File: src/rtl/bist_sram_dp_if.sv
// bist_sram_dp_if: port bundle for the simple-dual-port BIST SRAM model
//   master drives: we/waddr/wdata (write port), re/raddr (read port),
//                  flt_we/flt_idx/flt_addr/flt_bit/flt_type/flt_en/flt_clr (fault table)
//   slave drives:  rdata (registered read data), rvalid (read accepted last cycle)
interface bist_sram_dp_if #(
    parameter int DATA_W  = 8,
    parameter int ADDR_W  = 8,
    parameter int NUM_FLT = 4
);
    localparam int IDX_W = NUM_FLT > 1 ? $clog2(NUM_FLT) : 1;
    localparam int BIT_W = DATA_W > 1 ? $clog2(DATA_W) : 1;
    logic              we;
    logic [ADDR_W-1:0] waddr;
    logic [DATA_W-1:0] wdata;
    logic              re;
    logic [ADDR_W-1:0] raddr;
    logic [DATA_W-1:0] rdata;
    logic              rvalid;
    logic              flt_we;
    logic [IDX_W-1:0]  flt_idx;
    logic [ADDR_W-1:0] flt_addr;
    logic [BIT_W-1:0]  flt_bit;
    logic [1:0]        flt_type;
    logic              flt_en;
    logic              flt_clr;
    modport master (
        output we, waddr, wdata, re, raddr,
        output flt_we, flt_idx, flt_addr, flt_bit, flt_type, flt_en, flt_clr,
        input  rdata, rvalid
    );
    modport slave (
        input  we, waddr, wdata, re, raddr,
        input  flt_we, flt_idx, flt_addr, flt_bit, flt_type, flt_en, flt_clr,
        output rdata, rvalid
    );
endinterface

File: src/rtl/bist_sram_dp.sv
// bist_sram_dp: simple-dual-port SRAM with programmable stuck-at/transition fault injection
//   clk  : sole clock
//   rst  : asynchronous active-high reset (clears read register and fault table, not the array)
//   bus  : slave side of bist_sram_dp_if (write port, read port, fault-table programming)
//   flt_type: 00 SA0, 01 SA1, 10 TF-up (no 0->1), 11 TF-down (no 1->0)
module bist_sram_dp #(
    parameter int DATA_W   = 8,
    parameter int ADDR_W   = 8,
    parameter int RDW_MODE = 0,
    parameter int NUM_FLT  = 4
) (
    input logic          clk,
    input logic          rst,
    bist_sram_dp_if.slave bus
);
    localparam int IDX_W = NUM_FLT > 1 ? $clog2(NUM_FLT) : 1;
    localparam int BIT_W = DATA_W > 1 ? $clog2(DATA_W) : 1;
    // one extra bit so a bit position >= DATA_W can be detected and ignored
    localparam logic [BIT_W:0] DW = DATA_W[BIT_W:0];
    logic [DATA_W-1:0] mem [2**ADDR_W];
    logic [NUM_FLT-1:0] f_en;
    logic [ADDR_W-1:0]  f_addr [NUM_FLT];
    logic [BIT_W-1:0]   f_bit  [NUM_FLT];
    logic [1:0]         f_type [NUM_FLT];
    logic [DATA_W-1:0]  cur, wval, rraw, rval, rdata_q;
    logic               rvalid_q;
    assign cur = mem[bus.waddr];
    // Transition faults: later (higher-index) entries override earlier ones on the same bit.
    // An unknown stored bit makes the blocking condition unknown, so the write proceeds normally.
    always_comb begin
        wval = bus.wdata;
        for (int i = 0; i < NUM_FLT; i++)
            if (f_en[i] && f_type[i][1] && f_addr[i] == bus.waddr && {1'b0, f_bit[i]} < DW) begin
                if (f_type[i][0] ? (cur[f_bit[i]] && !bus.wdata[f_bit[i]])
                                 : (!cur[f_bit[i]] && bus.wdata[f_bit[i]]))
                    wval[f_bit[i]] = cur[f_bit[i]];
                else
                    wval[f_bit[i]] = bus.wdata[f_bit[i]];
            end
    end
    // Old-data mode falls out of reading the array before the write lands.
    assign rraw = (RDW_MODE == 0 && bus.we && bus.waddr == bus.raddr) ? wval : mem[bus.raddr];
    always_comb begin
        rval = rraw;
        for (int i = 0; i < NUM_FLT; i++)
            if (f_en[i] && !f_type[i][1] && f_addr[i] == bus.raddr && {1'b0, f_bit[i]} < DW)
                rval[f_bit[i]] = f_type[i][0];
    end
    always_ff @(posedge clk)
        if (bus.we)
            mem[bus.waddr] <= wval;
    always_ff @(posedge clk or posedge rst)
        if (rst) begin
            f_en <= '0;
            for (int i = 0; i < NUM_FLT; i++) begin
                f_addr[i] <= '0;
                f_bit[i]  <= '0;
                f_type[i] <= '0;
            end
        end else if (bus.flt_clr)
            f_en <= '0;
        else if (bus.flt_we)
            for (int i = 0; i < NUM_FLT; i++)
                if (bus.flt_idx == i[IDX_W-1:0]) begin
                    f_en[i]   <= bus.flt_en;
                    f_addr[i] <= bus.flt_addr;
                    f_bit[i]  <= bus.flt_bit;
                    f_type[i] <= bus.flt_type;
                end
    always_ff @(posedge clk or posedge rst)
        if (rst) begin
            rdata_q  <= '0;
            rvalid_q <= 1'b0;
        end else begin
            rvalid_q <= bus.re;
            if (bus.re)
                rdata_q <= rval;
        end
    assign bus.rdata  = rdata_q;
    assign bus.rvalid = rvalid_q;
endmodule

File: src/flat_wrapper.sv
// flat-port wrapper written by rule: the top's interface ports become plain ports
module bist_sram_dp_flat 
#(
    parameter int DATA_W   = 8,
    parameter int ADDR_W   = 8,
    parameter int RDW_MODE = 0,
    parameter int NUM_FLT  = 4
)
  (clk, rst, bus_we, bus_waddr, bus_wdata, bus_re, bus_raddr, bus_flt_we, bus_flt_idx, bus_flt_addr, bus_flt_bit, bus_flt_type, bus_flt_en, bus_flt_clr, bus_rdata, bus_rvalid);
  bist_sram_dp_if #(.DATA_W(DATA_W), .ADDR_W(ADDR_W), .NUM_FLT(NUM_FLT)) bus_i ();
  input logic clk;
  input logic rst;
  input wire logic [$bits(bus_i.we)-1:0] bus_we;
  input wire logic [$bits(bus_i.waddr)-1:0] bus_waddr;
  input wire logic [$bits(bus_i.wdata)-1:0] bus_wdata;
  input wire logic [$bits(bus_i.re)-1:0] bus_re;
  input wire logic [$bits(bus_i.raddr)-1:0] bus_raddr;
  input wire logic [$bits(bus_i.flt_we)-1:0] bus_flt_we;
  input wire logic [$bits(bus_i.flt_idx)-1:0] bus_flt_idx;
  input wire logic [$bits(bus_i.flt_addr)-1:0] bus_flt_addr;
  input wire logic [$bits(bus_i.flt_bit)-1:0] bus_flt_bit;
  input wire logic [$bits(bus_i.flt_type)-1:0] bus_flt_type;
  input wire logic [$bits(bus_i.flt_en)-1:0] bus_flt_en;
  input wire logic [$bits(bus_i.flt_clr)-1:0] bus_flt_clr;
  output wire logic [$bits(bus_i.rdata)-1:0] bus_rdata;
  output wire logic [$bits(bus_i.rvalid)-1:0] bus_rvalid;
  assign bus_i.we = bus_we;
  assign bus_i.waddr = bus_waddr;
  assign bus_i.wdata = bus_wdata;
  assign bus_i.re = bus_re;
  assign bus_i.raddr = bus_raddr;
  assign bus_i.flt_we = bus_flt_we;
  assign bus_i.flt_idx = bus_flt_idx;
  assign bus_i.flt_addr = bus_flt_addr;
  assign bus_i.flt_bit = bus_flt_bit;
  assign bus_i.flt_type = bus_flt_type;
  assign bus_i.flt_en = bus_flt_en;
  assign bus_i.flt_clr = bus_flt_clr;
  assign bus_rdata = bus_i.rdata;
  assign bus_rvalid = bus_i.rvalid;
  bist_sram_dp #(.DATA_W(DATA_W), .ADDR_W(ADDR_W), .RDW_MODE(RDW_MODE), .NUM_FLT(NUM_FLT)) u_core (.clk(clk), .rst(rst), .bus(bus_i));
endmodule
File: config.mk
export PLATFORM = sky130hd
export DESIGN_NAME = bist_sram_dp_flat
export DESIGN_NICKNAME = d
export VERILOG_FILES = /design/src/rtl/bist_sram_dp_if.sv /design/src/rtl/bist_sram_dp.sv /design/src/flat_wrapper.sv
export SDC_FILE = /design/constraint.sdc
export NUM_CORES = 2
export LEC_CHECK = 0
export ABC_AREA = 0
export BUFFER_PORTS_ARGS = -buffer_cell sky130_fd_sc_hd__buf_2
export CORE_AREA = 3 3 458 414
export CTS_CLUSTER_SIZE = 30
export DETAILED_ROUTE_END_ITERATION = 16
export DIE_AREA = 0 0 461 417
export PLACE_DENSITY = 0.73
export RECOVER_POWER = 50
export SYNTH_ARGS = -nofsm -noshare
export SYNTH_HDL_FRONTEND = slang
export SYNTH_SLANG_ARGS = --single-unit
File: constraint.sdc
create_clock -name clk -period 10.2 [get_ports clk]
set_input_delay 2.55 -clock clk [delete_from_list [all_inputs] [get_ports clk]]
set_output_delay 2.55 -clock clk [all_outputs]
set_load 0.03 [all_outputs]
==> metrics <==
Die Y 417 um; Synth Instances 5711; HP Class reg2reg; CTS resizes 0; Critical Path AT 10.02 ns; commonest non-fill, non-tap cells in the layout edfxtp_1 (2048), mux4_2 (897), mux2i_1 (605), a22oi_1 (301), nor2_1 (298); Routed WL 345 mm; CTS tree built; Clk network pwr share 39.3%; R2R depth 13; # setup viols final 0; GR Overflow Total 0; slowest stage delay, CP 1.25 ns; P_int 14.5 mW; synthesized flop and latch total 2113; crit-path cells buf_2 > clkbuf_1 > nand2_1 > o22a_1 > a31oi_1 > a211oi_1 > mux2i_1 > nor2b_1 > a2111oi_2 > a21oi_1 > a31oi_1 > nor3b_1 > o21a_4 > buf_4; Max Clock Skew 0.0594 ns; Mapped Nets 5757; Comb pwr share 10.7%; Max Clock Freq 0.106 GHz; commonest non-fill, non-tap cell in the layout edfxtp_1; Residual DRC 0; Sink Count 2113; DIE AREA 192000 um^2; final slew viol count 277; crit-path most repeated cell a31oi_1; Area growth, synth to finish 9.76%; Netlist Area Pre-Place 102000 um^2; largest net degree at the start of global routing 193; post-CTS setup buffer count 0; CTS Buf Count 205; Routed WL per cell 41.4 um; asr flop ratio synth 3.08%; core area 185000 um^2; failing checks max-capacitance violations, max-slew violations; reg2reg start u_core.mem[122][4]; FF+latch area 63100 um^2; Reg2Reg Capture Point u_core.mem[235][4]; vias in the first global route 60600; sequential-to-total area share from yosys stat 62.1%; Final Hold Slack 0.519 ns; PortBufs 54; Slew @ Worst Pin 3.76 ns; Switching Power 4.81 mW; CP Buf/Inv Count 3; Setup crit end kind flip-flop; DR pass1 iterations 7; Setup WS post-layout 0.788 ns; total chip power 19.4 mW; status complete, but fails checks; Synth Flop Type edfxtp_1; Pwr Density 173 nW/um^2; DP Wirelength 232 mm; final setup TNS 0 ns; CP startpoint kind input pin; hold path cells 1; final core occ 60.2%; number of enable flip-flop cells after synthesis 2048; Initial Utilization 54.8%; syn_area_per_cell 17.8 um^2; Req. time, crit path 10.80 ns; hold path endpoint u_core.f_type[0]; critical path's slowest cell clkbuf_1; Slew headroom -150%; DP Worst Slack 0.826 ns; Yosys warnings 0; Hold Path Origin u_core.f_type[0]; first-pass GRT wire length 481 mm; ANT nets after route 0; hold_buf cts 0; CP delay by family, top compound AO/OA/AOI/OAI gates; share of layout cells above drive strength 1 25.5%; Seq pwr share 50.0%; worst-path fanout max 74; Multi-input gate area 36400 um^2; via count 64100; H-tree depth 4; Netlist cell types 82; clock slew at reported path FFs 0.06 ns; Levels on crit path 14; filler cell count 13300; Crit Path Class in2reg; Final GP Congestion 0.999; Ports 55; chip width 461 um; initial DRC count 12000; Final Net Count 5752; flop2flop setup slack 3.76 ns; maximum vdd drop 184 uV; P_leak 35.7 nW; Max Root-Sink Buffers 3; part of the cycle the worst path needs 92.3%; antenna violations before repair 49; row cnt 150; RSZ-0062 raised after global routing false; Switching Share 24.9%; worst skew pair latency 0.89 ns; post-DR vias/cell 7.68; root buffer cell clkbuf_16; final worst path period need 9.41 ns; gr usage total 35.9%; final hold violation count 0; Max-Cap Viols 19
-- per-layer routing --
metal	wire length [um]	global-route usage [%]	vias up	part of all wire (%)
li1	-	-	24100	-
met1	120000	49.5	33100	35
met2	149000	50.5	5864	43
met3	57800	14.7	925	17
met4	18900	16.3	30	5.5
met5	248	0.0504	-	0.072
-- synth_stat cells (11+ instances only) --
library cell / n / share of area [%]
edfxtp_1: 2048 / 60
mux4_2: 897 / 20
mux2i_1: 605 / 6.0
a22oi_1: 301 / 2.2
nor2_1: 300 / 1.1
clkbuf_1: 242 / 0.89
nand3_1: 237 / 1.2
nand2_1: 102 / 0.38
buf_2: 85 / 0.42
a21oi_1: 70 / 0.34
buf_1: 70 / 0.26
dfrtp_1: 65 / 1.6
mux2_2: 58 / 0.64
nor3_1: 51 / 0.25
buf_4: 49 / 0.36
xnor2_1: 43 / 0.37
nand4_1: 40 / 0.25
o21ai_0: 34 / 0.17
a31oi_1: 32 / 0.20
and3_1: 32 / 0.20
xor2_1: 29 / 0.25
nor2b_1: 20 / 0.12
nor4_1: 20 / 0.12
a41oi_1: 19 / 0.16
buf_6: 16 / 0.18
o22ai_1: 16 / 0.098
a32oi_1: 12 / 0.10
nand2b_1: 12 / 0.074
o211ai_1: 12 / 0.089
a311oi_1: 11 / 0.095
-- final cells by class --
type	count	area share, %
clock buffers	251	4.86
repair buffers	254	2.01
well taps	2432	2.73
flip-flops and latches	2113	56.6
diodes	29	0.0650
inverters	16	0.0538
clock inverters	128	1.05
multi-input cells	3116	32.7
-- stage by stage --
step                std cells  instance area (um^2)
floorplan                5711                102000
global placement         7931                105000
detailed placement       7931                105000
CTS                      8310                112000
global route             8312                112000
finish                   8339                112000
-- power by group through the flow --
| stage | Combinational, mW | Clock, mW | Sequential, mW |
|---|---|---|---|
| final | 2.07 | 7.61 | 9.67 |
| after global routing | 2.11 | 7.95 | 9.67 |
| after CTS | 2.00 | 7.59 | 9.67 |
| after detailed placement | 1.99 | 0 | 9.85 |
| after global placement | 1.98 | 0 | 9.85 |
| after floorplan | 1.22 | 0 | 9.86 |
-- registers in the layout (all words and copies together) (netlist names) --
signal             flops
u_core.f_en            4
u_core.mem          2048
u_core.f_type          8
u_core.bus.rdata       8
u_core.bus.rvalid      1
u_core.f_addr         32
u_core.f_bit          12
-- cell families (layout without fill, tap and decap cells) --
kind of cell             after synthesis  in the layout  synth area share (%)
AO/OA/AOI/OAI                        579            579                  4.10
XOR/XNOR                              72             72                 0.620
adder cells (fa/ha/maj)                2              2                0.0209
buffers and inverters                482            649                  2.24
flip-flops                          2113           2113                  62.1
multiplexers                        1564           1564                  26.6
other                                  0             29                     0
AND/OR/NAND/NOR                      899            899                  4.34
-- worst max-delay path by stage --
stage	from	end	slack (ns)
after floorplan	bus_waddr[1]	u_core.mem[0][3]	-3.50
after global placement	bus_waddr[4]	u_core.mem[84][1]	0.92
after detailed placement	bus_waddr[1]	u_core.mem[87][1]	0.83
after CTS	bus_waddr[5]	u_core.mem[219][1]	1.76
after global routing	bus_waddr[2]	u_core.mem[246][1]	0.94
final	bus_waddr[2]	u_core.mem[246][1]	0.79
Note: power is estimated with default switching activity, not from simulation.
